[config.mk]
export PLATFORM = sky130hd
export DESIGN_NAME = conv1d_seq
export DESIGN_NICKNAME = d
export VERILOG_FILES = /design/src/rtl/conv1d_seq.sv
export SDC_FILE = /design/constraint.sdc
export NUM_CORES = 1
export LEC_CHECK = 0
export CAP_MARGIN = 20
export CORE_MARGIN = 10
export CORE_UTILIZATION = 35
export DETAILED_ROUTE_END_ITERATION = 6
export SLEW_MARGIN = 5
export SYNTH_ARGS = -nofsm -noshare
export SYNTH_HDL_FRONTEND = slang
export SYNTH_SLANG_ARGS = --single-unit
[constraint.sdc]
create_clock -name clk -period 3.3 [get_ports clk]
set_input_delay 0.825 -clock clk [delete_from_list [all_inputs] [get_ports clk]]
set_output_delay 0.825 -clock clk [all_outputs]
set_load 0.05 [all_outputs]
[src/rtl/conv1d_seq.sv]
// conv1d_seq: sliding-window sequencer for the 1D convolution MAC datapath.
// Define CONV1D_STRIDE_EN to add a run-time input stride port.
module conv1d_seq #(
    parameter int KSIZE   = 3,
    parameter int LEN_W   = 8,
    parameter int MAC_LAT = 1
) (
    input  logic             clk,
    input  logic             reset,
    input  logic             start,
    input  logic [LEN_W-1:0] len,
`ifdef CONV1D_STRIDE_EN
    input  logic [LEN_W-1:0] stride,
`endif
    output logic             busy,
    output logic             done,
    output logic             err,
    output logic [LEN_W-1:0] smp_addr,
    output logic [LEN_W-1:0] k_addr,
    output logic             mac_en,
    output logic             acc_clr,
    output logic             out_valid,
    input  logic             out_ready,
    output logic [LEN_W-1:0] out_idx
);

    typedef enum logic [2:0] {IDLE, RUN, DRAIN, EMIT, DONE} state_t;

    localparam int               DW         = (MAC_LAT > 1) ? $clog2(MAC_LAT) : 1;
    localparam logic [LEN_W-1:0] TAP_LAST   = LEN_W'(KSIZE - 1);
    localparam logic [LEN_W+1:0] KSIZE_X    = (LEN_W + 2)'(KSIZE);
    localparam logic [DW-1:0]    DRAIN_INIT = DW'((MAC_LAT > 0) ? MAC_LAT - 1 : 0);

    state_t           state;
    logic [LEN_W-1:0] len_q;
    logic [LEN_W-1:0] win;
    logic [LEN_W-1:0] base;
    logic [LEN_W-1:0] tap;
    logic [LEN_W-1:0] step;
    logic [DW-1:0]    drain_cnt;
    logic             len_ok;
    logic             accept;
    logic             last_win;

    assign len_ok = {2'b00, len} >= KSIZE_X;
    assign accept = (state == IDLE) && start && len_ok;

    // The current window is the last one when the next base would push the
    // window past the final sample; this replaces a divider for nout.
    assign last_win = ({2'b00, base} + {2'b00, step} + KSIZE_X) > {2'b00, len_q};

`ifdef CONV1D_STRIDE_EN
    always_ff @(posedge clk or negedge reset) begin
        if (!reset)
            step <= LEN_W'(1);
        else if (accept)
            step <= (stride == '0) ? LEN_W'(1) : stride;
    end
`else
    assign step = LEN_W'(1);
`endif

    // NOTE: all state and registered outputs use non-blocking assignments so
    // every branch sees pre-edge values regardless of statement order.
    always_ff @(posedge clk or negedge reset) begin
        if (!reset) begin
            state     <= IDLE;
            busy      <= 1'b0;
            done      <= 1'b0;
            err       <= 1'b0;
            mac_en    <= 1'b0;
            acc_clr   <= 1'b0;
            out_valid <= 1'b0;
            smp_addr  <= '0;
            k_addr    <= '0;
            out_idx   <= '0;
            len_q     <= '0;
            win       <= '0;
            base      <= '0;
            tap       <= '0;
            drain_cnt <= '0;
        end else begin
            done <= 1'b0;
            case (state)
                IDLE: begin
                    if (accept) begin
                        err      <= 1'b0;
                        busy     <= 1'b1;
                        len_q    <= len;
                        win      <= '0;
                        base     <= '0;
                        tap      <= '0;
                        mac_en   <= 1'b1;
                        acc_clr  <= 1'b1;
                        smp_addr <= '0;
                        k_addr   <= '0;
                        state    <= RUN;
                    end else if (start) begin
                        err   <= 1'b1;
                        done  <= 1'b1;
                        state <= DONE;
                    end
                end
                RUN: begin
                    if (tap == TAP_LAST) begin
                        mac_en  <= 1'b0;
                        acc_clr <= 1'b0;
                        if (MAC_LAT > 0) begin
                            drain_cnt <= DRAIN_INIT;
                            state     <= DRAIN;
                        end else begin
                            out_valid <= 1'b1;
                            out_idx   <= win;
                            state     <= EMIT;
                        end
                    end else begin
                        tap      <= tap + 1'b1;
                        smp_addr <= base + tap + 1'b1;
                        k_addr   <= tap + 1'b1;
                        acc_clr  <= 1'b0;
                    end
                end
                DRAIN: begin
                    if (drain_cnt == '0) begin
                        out_valid <= 1'b1;
                        out_idx   <= win;
                        state     <= EMIT;
                    end else begin
                        drain_cnt <= drain_cnt - 1'b1;
                    end
                end
                EMIT: begin
                    if (out_ready) begin
                        out_valid <= 1'b0;
                        if (last_win) begin
                            done  <= 1'b1;
                            state <= DONE;
                        end else begin
                            win      <= win + 1'b1;
                            base     <= base + step;
                            tap      <= '0;
                            mac_en   <= 1'b1;
                            acc_clr  <= 1'b1;
                            smp_addr <= base + step;
                            k_addr   <= '0;
                            state    <= RUN;
                        end
                    end
                end
                DONE: begin
                    busy  <= 1'b0;
                    state <= IDLE;
                end
                default: state <= IDLE;
            endcase
        end
    end

endmodule

==> reports/qor.txt, run 1 <==
RUN STATUS
----------------------------------------------------------------------------------------
Result of the run                                                           finished, final reports clean

CLOCK TREE
----------------------------------------------------------------------------------------
Post-CTS setup buffer count                                                            0
Number of gates resized after CTS                                                      0
Cts hold-fix bufs                                                                      0
Source-to-sink clock delay at the later pin of the worst-skew pair               0.33 ns
Total CTS buffers                                                                      9
Clock tree from TritonCTS                                                           done
CTS H-Tree Depth                                                                       3
Clock Sinks                                                                           57
Maximum clock path buffer count                                                        2
Clock tree root buffer cell                                                     clkbuf_8
Worst-path clk slew                                                              0.07 ns

CRITICAL PATH
----------------------------------------------------------------------------------------
Biggest fanout along the worst timing path                                             7
Required time of the worst setup path                                            3.49 ns
Cell breakdown of the critical path                                         ha_1, and3_4, xor2_1, ha_1, nand4_1, a2111oi_2, nand2b_1, o21ai_1, buf_4, a21oi_1, a31oi_1
Crit path launch type                                                               flop
Worst stage delay on the critical path                                           0.50 ns
Category of the worst setup path capture point                                      flop
Arrival time of the worst setup path                                             3.17 ns
Cell with the largest stage delay on the worst path                            a2111oi_2
Most common cell type on the critical path                                          ha_1
Critical setup path kind                                                      reg -> reg

MIN PATH
----------------------------------------------------------------------------------------
Worst hold path class                                                        in -> async

SYNTHESIS
----------------------------------------------------------------------------------------
Netlist Area Pre-Place                                                      0.003327 sq mm
Share of synthesized registers carrying an async set or reset                     100.0%
EDFF count, synth                                                                      0
Synthesized area per cell                                                    9.398 sq um
Distinct cells, synth                                                                 52
Proportion of synthesized chip area in sequential cells                           42.87%
Number of warning messages in the yosys log                                            0
Synth Register Bits                                                                   57
Flip-flop cell with the highest count after synthesis                            dfrtp_1
Number of nets in the synthesized netlist                                            387
Cell count after synthesis                                                           354

DETAILED ROUTING
----------------------------------------------------------------------------------------
First DRT Iteration DRCs                                                             174
Total iterations of the first detailed-routing run                                     4
Detailed-route wire length                                                      8.328 mm
Post-DR wirelength/cell                                                         15.42 um
Vias                                                                                2730
Count of unresolved DRC violations after routing                                       0
Detail-routed via count per cell                                                   5.056
Number of nets with antenna violations after detailed routing                          0

PLACE
----------------------------------------------------------------------------------------
Detail Placement HPWL                                                           6.132 mm
GP Congestion                                                                     0.8239
Area of placed instances                                                    0.003950 sq mm
Post-placement worst setup slack                                               0.2336 ns
Count of port buffers added during placement                                          41

POWER
----------------------------------------------------------------------------------------
Static leakage                                                                  1.862 nW
Max VDD drop                                                                 0.0003870 V
PD cells                                                                    812.3 mW/mm^2
Total Power Consumption                                                         3.401 mW

DIE
----------------------------------------------------------------------------------------
Die Y-Extent                                                                    117.5 um
Die Area                                                                    0.01381 sq mm
Number of placed I/O pins                                                             42
Core area                                                                   0.009240 sq mm
Initial cell density of the core                                                  36.01%
Total number of placement rows                                                        35
Die Width                                                                       117.5 um

TIMING
----------------------------------------------------------------------------------------
Headroom to the max-slew limit                                                    51.26%
Clock period minus final worst setup slack                                      2.979 ns
Final max-slew violation count                                                         0
Peak clock frequency supported by timing                                       335.7 MHz
Portion of the clock cycle consumed by the worst path in the final layout         90.27%
Min setup slack post-route                                                     0.3212 ns
Total negative slack                                                                0 ns
Number of setup violations in the final report                                         0
Final hold violation count                                                             0
RSZ-0062 raised after global routing                                                  no
Worst clock skew                                                             0.009086 ns
Slew at the pin closest to its max-slew limit                                  0.7284 ns

GLOBAL ROUTING
----------------------------------------------------------------------------------------
Global-route wire length before repair                                          13.97 mm
Number of antenna violations at the first check in global routing                      0
Vias in the first global route                                                      2783
Maximum number of pins on one net before global-route repair                          58
Aggregate global-route resource usage                                             12.20%
Final global-route overflow total                                                      0

LAYOUT
----------------------------------------------------------------------------------------
Number of inserted filler cells in the final layout                                  903
Count of inserted antenna diode cells                                                  0
Layout net count                                                                     439
Finished Core Util                                                                45.31%
Synthesis-to-layout area growth                                                   25.84%
Fraction of final layout cells sized beyond drive strength 1                      12.90%
Non-Filler Cell Area, Final                                                 0.004187 sq mm

FLOW RUN
----------------------------------------------------------------------------------------
Maximum capacitance violations                                                         0

per-stage QoR:
| stage | hold WS (ns) | cells |
|---|---|---|
| floorplan | 0.4426 | 354 |
| global placement | 0.4650 | 524 |
| detailed placement | 0.4689 | 524 |
| CTS | 0.4821 | 540 |
| global route | 0.5030 | 540 |
| finish | 0.4790 | 540 |
worst max-delay path: cells and delay by family, from the launching register on:
kind                       cells  cell delay (ns)
and+or+nand+nor                3             0.56
adders and majority gates      2             0.57
buffers and inverters          1             0.18
xor gates and xnor gates       1             0.14
AOI/OAI and AO/OA              4             0.91
DFF                            1             0.47
power by group:
part / switching (mW) / internal [mW]
Clock: 0.290 / 0.464
Sequential: 0.155 / 0.867
Combinational: 1.04 / 0.589
state kept, by name (all words and copies together) (netlist names):
register / count
base: 8
len_q: 8
out_idx: 8
smp_addr: 8
tap: 8
win: 8
state: 3
acc_clr: 1
busy: 1
done: 1
err: 1
mac_en: 1
out_valid: 1
placed cells by master, fill, tap and decap left out, types with 3 or more instances in the layout:
cell,n
a21o_1,4
dfrtp_1,57
a22o_1,3
nand2b_1,11
nor2_1,27
mux2_2,9
a21oi_1,19
o31ai_1,7
a211oi_1,3
and3_1,3
ha_1,20
inv_1,17
o31ai_2,3
o21a_1,5
xnor2_1,6
xor2_1,9
and2_1,4
o21ai_0,12
a31oi_1,3
clkdlybuf4s50_1,40
nor3_1,7
o21ai_1,28
clkbuf_8,11
buf_4,11
nand2_1,42
nand3_1,9
nor2b_1,3
layer usage:
layer / up-vias / track usage (%) / share of wire [%]
li1: 1363 / - / -
met1: 1309 / 15.15 / 46
met2: 52 / 19.76 / 48
met3: 6 / 3.693 / 4.7
met4: 0 / 3.864 / 0.94
met5: - / 0 / 0
logic make-up (layout without fill, tap and decap cells):
group,Yosys count,in the layout,synth area share [%]
compound gates,100,100,19.86
buf+inv,30,87,3.573
fa+ha+maj,21,21,8.123
xor+xnor,15,15,3.949
simple gates,120,120,17.94
flops,57,57,42.87
mux,11,11,3.686
final timing paths:
check,from,endpoint,slack (ns),cells past startpoint
worst max register to register,base[2]$_DFFE_PN0P_,tap[2]$_DFFE_PN0P_,0.32,11
worst min register to register,out_valid$_DFFE_PN0P_,out_valid$_DFFE_PN0P_,0.48,1
max in group asynchronous,reset,len_q[4]$_DFFE_PN0P_,2.55,2
worst max-delay path,base[2]$_DFFE_PN0P_,tap[2]$_DFFE_PN0P_,0.32,11
min in group clk,out_valid$_DFFE_PN0P_,out_valid$_DFFE_PN0P_,0.48,1
worst min-delay path,reset,tap[3]$_DFFE_PN0P_,0.48,2
synthesized netlist by cell type (2+ instances only):
| cell type | count | area [sq um] |
|---|---|---|
| clkbuf_1 | 7 | 26.28 |
| o21ai_1 | 28 | 140.1 |
| mux2_2 | 9 | 101.4 |
| nor2_1 | 27 | 101.4 |
| nand2_1 | 42 | 157.7 |
| o31ai_1 | 8 | 60.06 |
| inv_1 | 17 | 63.81 |
| nor4_2 | 2 | 25.02 |
| a211oi_1 | 3 | 22.52 |
| and2_1 | 4 | 25.02 |
| xnor2_1 | 6 | 52.55 |
| nand2b_1 | 11 | 68.82 |
| o21a_1 | 5 | 37.54 |
| a21o_1 | 4 | 30.03 |
| xor2_1 | 9 | 78.83 |
| o21ai_0 | 12 | 60.06 |
| ha_1 | 20 | 250.2 |
| nand3_1 | 9 | 45.04 |
| a21oi_1 | 19 | 95.09 |
| o32ai_1 | 2 | 17.52 |
| and3_1 | 3 | 18.77 |
| dfrtp_1 | 57 | 1426 |
| o22ai_1 | 2 | 12.51 |
| or4_1 | 2 | 15.01 |
| nor2b_1 | 3 | 18.77 |
| or4b_1 | 2 | 20.02 |
| a22o_1 | 3 | 26.28 |
| o31ai_2 | 2 | 25.02 |
| buf_2 | 5 | 25.02 |
| a31oi_1 | 3 | 18.77 |
| nor3_1 | 7 | 35.03 |
layout make-up:
type                    instances  area (sq um)  area share, %
multi-input cells             267          1794          42.86
flip-flops and latches         57          1426          34.07
repair buffers                 53         508.0          12.13
well taps                     129         161.4          3.855
clock buffers                  11         151.4          3.616
clock inverters                 5         77.57          1.853
inverters                      18         67.56          1.614
Note: power is estimated with default switching activity, not from simulation.
==> run 2: changes to the inputs <==
Clock period 3.3 ns to 3.6 ns, I/O delays scaled along.
==> run 2 against run 1 <==
Net effect:
- total power down 11%
- worst hold slack better by 0.0042 ns
- worst setup slack better by 0.12 ns
- core utilization down 0.93 points
- clock-buffer cell count increased by 3
- largest power group unchanged
- sequential share of layout area is 0.72 points higher
- flip-flop and latch count unchanged
- cell count fell by 1.1%
- non-clock buffer count shrank 6
==> reports/qor.txt, run 2 (synthesized netlist as in run 1, its figures left out) <==
RUN STATUS
----------------------------------------------------------------------------------------
Result of the run                                                           finished, final reports clean   unchanged

PLACE
----------------------------------------------------------------------------------------
Cell total after placement                                                           518   was 524
Detail Placement HPWL                                                           5.920 mm   was 6.132 mm
Post-placement worst setup slack                                               0.4357 ns   was 0.2336 ns
Count of port buffers added during placement                                          41   unchanged
GP Congestion                                                                     0.8259   was 0.8239
Area of placed instances                                                    0.003892 sq mm   was 0.003950 sq mm

LAYOUT
----------------------------------------------------------------------------------------
Post-Layout Cell Count                                                               534   was 540
Fraction of final layout cells sized beyond drive strength 1                      11.11%   was 12.90%
Finished Core Util                                                                44.37%   was 45.31%
Non-Filler Cell Area, Final                                                 0.004100 sq mm   was 0.004187 sq mm
Storage cell area                                                           0.001426 sq mm   unchanged
Area occupied by multi-input gates                                          0.001787 sq mm   was 0.001794 sq mm
Layout net count                                                                     433   was 439
Commonest cells after routing, fill and taps aside                          57 x dfrtp_1, 42 x nand2_1, 40 x clkdlybuf4s50_1   unchanged
Commonest non-fill, non-tap cell in the layout                                   dfrtp_1   unchanged
Synthesis-to-layout area growth                                                   23.24%   was 25.84%
Number of inserted filler cells in the final layout                                  929   was 903
Count of inserted antenna diode cells                                                  0   unchanged

TIMING
----------------------------------------------------------------------------------------
Headroom to the max-slew limit                                                    47.52%   was 51.26%
Clock period minus final worst setup slack                                      3.154 ns   was 2.979 ns
Final hold violation count                                                             0   unchanged
Min setup slack post-route                                                     0.4455 ns   was 0.3212 ns
Portion of the clock cycle consumed by the worst path in the final layout         87.62%   was 90.27%
Number of setup violations in the final report                                         0   unchanged
Worst clock skew                                                              0.01047 ns   was 0.009086 ns
Final max-slew violation count                                                         0   unchanged
Post-route worst hold slack                                                    0.4832 ns   was 0.4790 ns
Slew at the pin closest to its max-slew limit                                  0.7844 ns   was 0.7284 ns
Total negative slack                                                                0 ns   unchanged
RSZ-0062 raised after global routing                                                  no   unchanged
Peak clock frequency supported by timing                                       317.0 MHz   was 335.7 MHz

DETAILED ROUTING
----------------------------------------------------------------------------------------
Detailed-route wire length                                                      8.175 mm   was 8.328 mm
Detail-routed via count per cell                                                   5.090   was 5.056
Number of nets with antenna violations after detailed routing                          0   unchanged
Post-DR wirelength/cell                                                         15.31 um   was 15.42 um
Vias                                                                                2718   was 2730
First DRT Iteration DRCs                                                             107   was 174
Total iterations of the first detailed-routing run                                     4   unchanged
Count of unresolved DRC violations after routing                                       0   unchanged

GLOBAL ROUTING
----------------------------------------------------------------------------------------
Aggregate global-route resource usage                                             12.08%   was 12.20%
Vias in the first global route                                                      2725   was 2783
Global-route wire length before repair                                          13.75 mm   was 13.97 mm
Maximum number of pins on one net before global-route repair                          58   unchanged
Final global-route overflow total                                                      0   unchanged
Number of antenna violations at the first check in global routing                      0   unchanged

CLOCK TREE
----------------------------------------------------------------------------------------
Total CTS buffers                                                                      9   unchanged
Post-CTS setup buffer count                                                            0   unchanged
Cts hold-fix bufs                                                                      0   unchanged
Clock tree root buffer cell                                                     clkbuf_8   unchanged
Source-to-sink clock delay at the later pin of the worst-skew pair               0.34 ns   was 0.33 ns
Clock Sinks                                                                           57   unchanged
Maximum clock path buffer count                                                        2   unchanged
CTS H-Tree Depth                                                                       3   unchanged
Worst-path clk slew                                                              0.07 ns   about the same
Number of gates resized after CTS                                                      0   unchanged
Clock tree from TritonCTS                                                           done   unchanged

CRITICAL PATH
----------------------------------------------------------------------------------------
Biggest fanout along the worst timing path                                            14   was 7
Critical setup path kind                                                      reg -> reg   unchanged
Worst stage delay on the critical path                                           0.48 ns   was 0.50 ns
Crit path launch type                                                               flop   unchanged
Category of the worst setup path capture point                                      flop   unchanged
Cell breakdown of the critical path                                         ha_1, and3_4, xor2_1, ha_1, nand4_1, nor2_1, a2111oi_4, or2_4, nand3_2, o31ai_1   was ha_1, and3_4, xor2_1, ha_1, nand4_1, a2111oi_2, nand2b_1, o21ai_1, buf_4, a21oi_1, a31oi_1
Cell with the largest stage delay on the worst path                              dfrtp_1   was a2111oi_2
Most common cell type on the critical path                                          ha_1   unchanged
Required time of the worst setup path                                            3.83 ns   was 3.49 ns
Arrival time of the worst setup path                                             3.39 ns   was 3.17 ns

POWER
----------------------------------------------------------------------------------------
Total Power Consumption                                                         3.018 mW   was 3.401 mW
PD cells                                                                    736.1 mW/mm^2   was 812.3 mW/mm^2
Max VDD drop                                                                 0.0003452 V   was 0.0003870 V
Static leakage                                                                  1.816 nW   was 1.862 nW

DIE
----------------------------------------------------------------------------------------
Total number of placement rows                                                        35   unchanged
Die Width                                                                       117.5 um   unchanged
Initial cell density of the core                                                  36.01%   unchanged
Core area                                                                   0.009240 sq mm   unchanged
Die Y-Extent                                                                    117.5 um   unchanged
Die Area                                                                    0.01381 sq mm   unchanged
Number of placed I/O pins                                                             42   unchanged

MIN PATH
----------------------------------------------------------------------------------------
Worst hold path class                                                         reg -> reg   was in -> async

FLOW RUN
----------------------------------------------------------------------------------------
Maximum capacitance violations                                                         0   unchanged

-- run 2: cell type report --
cell class	count	area share, %
tap	129	3.937
sequential	57	34.79
clock inverter	2	0.8544
timing repair buffer	47	10.99
clock buffer	14	4.211
inverter	18	1.648
multi-input combinational	267	43.58
-- run 2: final timing paths --
check | startpoint | to | slack [ns] | cells past startpoint
setup / recovery | base[2]$_DFFE_PN0P_ | win[7]$_DFFE_PN0P_ | 0.45 | 10
hold / removal | smp_addr[2]$_DFFE_PN0P_ | smp_addr[2]$_DFFE_PN0P_ | 0.48 | 2
setup reg to reg | base[2]$_DFFE_PN0P_ | win[7]$_DFFE_PN0P_ | 0.45 | 10
hold reg to reg | smp_addr[2]$_DFFE_PN0P_ | smp_addr[2]$_DFFE_PN0P_ | 0.48 | 2
max in group asynchronous | reset | len_q[7]$_DFFE_PN0P_ | 2.39 | 2
min in group asynchronous | reset | tap[3]$_DFFE_PN0P_ | 0.71 | 2
-- run 2: metal layers --
layer  up-vias  global-route usage, %  share of wire [%]  wire length (um)
met1      1296                  15.00                 46              3734
met4         0                  5.951                2.3               189
met3        16                  3.022                4.0               331
met2        56                  19.06                 48              3920
met5         -                      0                  0                 0
li1       1350                      -                  -                 -
-- run 2: where the power goes --
part	internal (mW)	switching, mW	leakage (nW)
registers	0.795	0.129	0.754
clock network	0.376	0.255	0.107
logic	0.516	0.947	0.956
-- run 2: worst max-delay path: cells and delay by family (launching register included) --
kind | cells | cell delay, ns
simple gates | 5 | 1.04
compound gates | 2 | 0.81
fa+ha+maj | 2 | 0.54
flops | 1 | 0.48
xor+xnor | 1 | 0.17
